===== config.mk =====
export PLATFORM = sky130hd
export DESIGN_NAME = ifu_pcgen
export DESIGN_NICKNAME = d
export VERILOG_FILES = /design/src/rtl/ifu_pcgen.sv
export SDC_FILE = /design/constraint.sdc
export NUM_CORES = 1
export LEC_CHECK = 0
export CORE_MARGIN = 4
export CORE_UTILIZATION = 44
export CTS_BUF_LIST = sky130_fd_sc_hd__clkbuf_16
export CTS_CLUSTER_SIZE = 24
export DETAILED_ROUTE_END_ITERATION = 7
export GPL_TIMING_DRIVEN = 0
export PLACE_DENSITY = 0.85
export SLEW_MARGIN = 20
export SYNTH_ARGS = -nofsm -noshare
export SYNTH_HDL_FRONTEND = slang
export SYNTH_SLANG_ARGS = --single-unit

===== constraint.sdc =====
create_clock -name clk -period 4.3 [get_ports clk]
set_clock_uncertainty 0.15 [all_clocks]
set_input_delay 0.645 -clock clk [delete_from_list [all_inputs] [get_ports clk]]
set_output_delay 0.645 -clock clk [all_outputs]
set_load 0.01 [all_outputs]

===== src/rtl/ifu_pcgen.sv =====
// Instruction-fetch / PC-generation stage: one fetch in flight, buffers the returned word
// for the decode stage and picks the next PC from the decode-stage redirect at handoff.
module ifu_pcgen #(
  parameter int                 ADDR_W   = 32,
  parameter int                 INST_W   = 32,
  parameter logic [ADDR_W-1:0]  RESET_PC = 32'h8000_0000
) (
  input  logic              clk,
  input  logic              rst,
  output logic              imem_req_valid_o,
  input  logic              imem_req_ready_i,
  output logic [ADDR_W-1:0] imem_addr_o,
  input  logic              imem_rsp_valid_i,
  input  logic [INST_W-1:0] imem_rdata_i,
  output logic              inst_valid_o,
  input  logic              inst_ready_i,
  output logic [INST_W-1:0] inst_o,
  output logic [ADDR_W-1:0] pc_o,
  output logic              inst_misalign_o,
  input  logic              branch_en_i,
  input  logic [ADDR_W-1:0] dnpc_i,
  output logic [1:0]        dbg_state_o
);

  // Handshakes: a transfer happens on a rising edge where valid and ready are both 1.
  // Valid is a Moore output and never waits on ready; payload is held stable while
  // valid is high and ready is low. imem_rsp_valid_i is a ready-less 1-cycle pulse.

  typedef enum logic [1:0] {
    S_IDLE = 2'd0,
    S_REQ  = 2'd1,
    S_WAIT = 2'd2,
    S_HOLD = 2'd3
  } state_t;

  state_t            state, state_nxt;
  logic [ADDR_W-1:0] pc;
  logic [INST_W-1:0] inst_q;
  logic              idu_hs;

  assign idu_hs = (state == S_HOLD) && inst_ready_i;

  always_ff @(posedge clk or posedge rst) begin
    if (rst) state <= S_IDLE;
    else     state <= state_nxt;
  end

  always_comb begin
    state_nxt = state;
    case (state)
      S_IDLE: state_nxt = S_REQ;
      S_REQ:  if (imem_req_ready_i) state_nxt = S_WAIT;
      S_WAIT: if (imem_rsp_valid_i) state_nxt = S_HOLD;
      S_HOLD: if (inst_ready_i)     state_nxt = S_REQ;
      default: state_nxt = S_IDLE;
    endcase
  end

  always_comb begin
    imem_req_valid_o = (state == S_REQ);
    inst_valid_o     = (state == S_HOLD);
    inst_misalign_o  = (state == S_HOLD) && (|pc[1:0]);
    dbg_state_o      = state;
  end

  // Redirect target is kept verbatim so a misaligned target is still reported downstream.
  always_ff @(posedge clk or posedge rst) begin
    if (rst)         pc <= RESET_PC;
    else if (idu_hs) pc <= branch_en_i ? dnpc_i : pc + ADDR_W'(4);
  end

  always_ff @(posedge clk or posedge rst) begin
    if (rst)                                      inst_q <= '0;
    else if ((state == S_WAIT) && imem_rsp_valid_i) inst_q <= imem_rdata_i;
  end

  assign imem_addr_o = {pc[ADDR_W-1:2], 2'b00};
  assign inst_o      = inst_q;
  assign pc_o        = pc;

endmodule


==> run_results.csv <==
group,metric,value,unit
critical_path,slowest_stage,"nor4_1",
yosys,synth-edff-count,0,
yosys,synth_mux_area_share,11.2,%
cts,cts_tree,"built",
yosys,netlist_area,3580,um2
critical_path,reg2reg_depth,5,
grt,antenna_found_initial,0,
cts,cts.sink_count,66,
routing,wl_per_cell,18.4,um
finish,fin_nets,620,
sta,fmax,395,MHz
die,die-area,9640,um2
yosys,yosys_most_used_dff,"dfrtp_1",
sta,maxSlewViolCount,0,
yosys,ys_warn_count,0,
grt,grt_pass1_vias,3771,
yosys,synth_fa_ha_area_share,1.40,%
placement,portBuffers,168,
critical_path,crit_buf_inv,0,
critical_path,worstReg2RegStart,"pc_o[2]",
worst_hold_path,hp-start,"inst_o[31]",
yosys,synth_top_area_share,45.5,%
critical_path,worstReg2RegEnd,"pc_o[30]",
yosys,synth_area_leaders,"dfrtp_1 (45%), mux2_2 (10%), buf_4 (6.9%)",
cts,clk_latency,0.33,ns
sta,tns,0,ns
critical_path,ff2ff_setup_slack,1.77,ns
critical_path,cp_max_fo,7,
routing,first_iter_violations,327,
sta,period_share,58.8,%
critical_path,cp-start-kind,"flip-flop",
routing,vias,3683,
routing,via_per_inst,5.64,
yosys,synthCells,365,
routing,ant_nets,0,
die,start_util,45.8,%
yosys,ys_seq_area_share,46.2,%
sta,fin_crit,2.53,ns
cts,htree_levels,3,
die,coreArea,7810,um2
flow_run,drv_cap,0,
die,die_x,98.2,um
die,die_y,98.2,um
sta,final-setup-viol-count,0,
sta,max_slew_margin,39.6,%
yosys,yosysTopAreaCell,"dfrtp_1",
yosys,async_flop_share,100,%
critical_path,cpLargestDelayFamily,"simple AND/OR/NAND/NOR gates",
sta,fin_hold_ws,0.353,ns
placement,place_congestion,0.906,
cts,clk_pin_slew,0.06,ns
critical_path,cp.required,4.37,ns
critical_path,slowest_delay,0.77,ns
yosys,ys_ff_latch,66,
routing,wl,12000,um
power,power.leakage,2.37,nW
sta,final_hold_viol_count,0,
sta,worst-slew-pin-transition,0.897,ns
placement,place_hpwl,8890,um
critical_path,crit_start,"pc_o[2]",
power,powerDensity,728,nW/um2
die,rows,32,
yosys,synth.avg_cell_area,9.80,um2
grt,grt_max_degree,40,
cts,cts_hold_buf,0,
finish,syn_to_final_growth,60.2,%
finish,n_antenna_cell,0,
cts,clockBufferDepth,2,
yosys,synth_compound_area_share,15.1,%
worst_hold_path,hp-class,"flip-flop to flip-flop",
grt,grt_pass1_wl,19200,um
yosys,synth_cell_types,48,
critical_path,path_class,"flip-flop to flip-flop",
cts,cts_resized,0,
routing,drcViolationCount,0,
cts,cts_made_buffers,9,
die,io_pins,171,
sta,rsz0062_at_grt,"false",
worst_hold_path,hold_depth,1,
yosys,synth_simple_gate_area_share,15.7,%
critical_path,setup.worst_path.end_class,"flip-flop",
finish,drive_gt1_share,17.2,%
routing,drtPass1Iterations,5,
yosys,synth_xor_area_share,0,%
critical_path,crit_chain,"ha_1 > nand2_1 > nor4_1 > nand4_1 > o221a_2",
worst_hold_path,holdPathEnd,"inst_o[31]",
yosys,synth_top_family_by_area,"simple AND/OR/NAND/NOR gates",
critical_path,cp_data_arrival_time,2.60,ns
cts,ctsRootBufferMaster,"clkbuf_16",
cts,cts_setup_buffers,0,
run_status,status,"finished clean",
grt,grt_usage,24.8,%
power,ir_drop,378,uV
grt,overflow,0,
==> placed cells by master (no fill, tap or decap), types with 6 or more instances in the layout <==
master           synthesis  routed
nor2_1                  22      22
mux2_2                  32      32
clkbuf_1                10      10
buf_1                    6       6
dfrtp_1                 65      65
buf_4                   33      33
inv_1                   12      12
o21ai_0                 28      28
nand4_1                  8       8
and3_1                   6       6
clkdlybuf4s50_1          0     168
nand3_1                 16      16
clkbuf_16                0       9
nand2_1                 24      24
a21oi_1                 23      23
nor3_1                  10      10
==> cell type report <==
| cell class | instances | area, um2 |
|---|---|---|
| plain buffers | 52 | 323 |
| clock buffers | 9 | 225 |
| clock inverters | 7 | 95.1 |
| fillers | 559 | 2070 |
| inverters | 12 | 47.5 |
| multi-input cells | 236 | 1560 |
| flip-flops and latches | 66 | 1650 |
| well taps | 102 | 128 |
| repair buffers | 169 | 1700 |
==> Yosys cell counts, types with 2 or more instances <==
library cell	count
o221a_2	3
buf_2	3
a2bb2oi_1	4
a21o_1	2
o31a_1	2
a311oi_1	3
buf_4	33
o21bai_1	2
o21a_1	2
a21oi_1	23
nand3_1	16
and2_1	2
clkbuf_1	10
and3_1	6
buf_1	6
a32oi_1	3
and4_1	2
a31oi_1	5
mux2i_1	4
o21ai_0	28
nor4_1	4
mux2_2	32
or3_1	5
o22ai_1	3
ha_1	4
nor3_1	10
inv_1	12
nor2_1	22
nand2_1	24
nand4_1	8
dfrtp_1	65
==> routing by layer <==
layer,global-route usage [%],part of all wire [%],vias up
met5,0,0,-
met4,9.14,2.2,0
met3,5.79,8.9,31
li1,-,-,1657
met2,42.6,51,218
met1,30.3,38,1777
==> registers in the layout, summed over array words and instances, names as in the netlist <==
name,cells
inst_o,32
pc_o,32
dbg_state_o,2
==> stage by stage <==
stage	instance area [um2]	worst slack (ns)	utilization [%]	power, mW	cells
floorplan	3580	1.85	-	2.16	366
global placement	5390	0.666	69.1	3.30	636
detailed placement	5410	1.56	69.3	3.38	637
CTS	5730	1.80	73.4	4.19	653
global route	5730	1.61	73.4	4.40	653
finish	5730	1.77	73.4	4.17	653
==> worst reg2reg max path: stages (launching register included) <==
cell,delay (ns)
dfrtp_1,0.45
ha_1,0.23
nand2_1,0.14
nor4_1,0.77
nand4_1,0.34
o221a_2,0.34
==> where the power goes <==
| group | internal (mW) | switching, mW | total, mW |
|---|---|---|---|
| clock | 0.506 | 0.279 | 0.785 |
| sequential | 0.931 | 0.339 | 1.27 |
| combinational | 1.28 | 0.839 | 2.12 |
| total | 2.72 | 1.46 | 4.17 |
==> worst max-delay path by stage <==
stage	slack, ns	endpoint	cells past startpoint
after global placement	0.67	inst_o[26]	2
after detailed placement	1.56	pc_o[10]	6
after global routing	1.61	pc_o[25]	7
final	1.77	pc_o[30]	5
after floorplan	1.85	dbg_state_o[0]	1
after CTS	1.80	inst_misalign_o	3
==> cells by family after synthesis <==
family,Yosys count
buffers and inverters,64
muxes,36
AOI/OAI and AO/OA,86
adders and majority gates,4
other,1
and+or+nand+nor,108
DFF,66
Note: power is estimated with default switching activity, not from simulation.
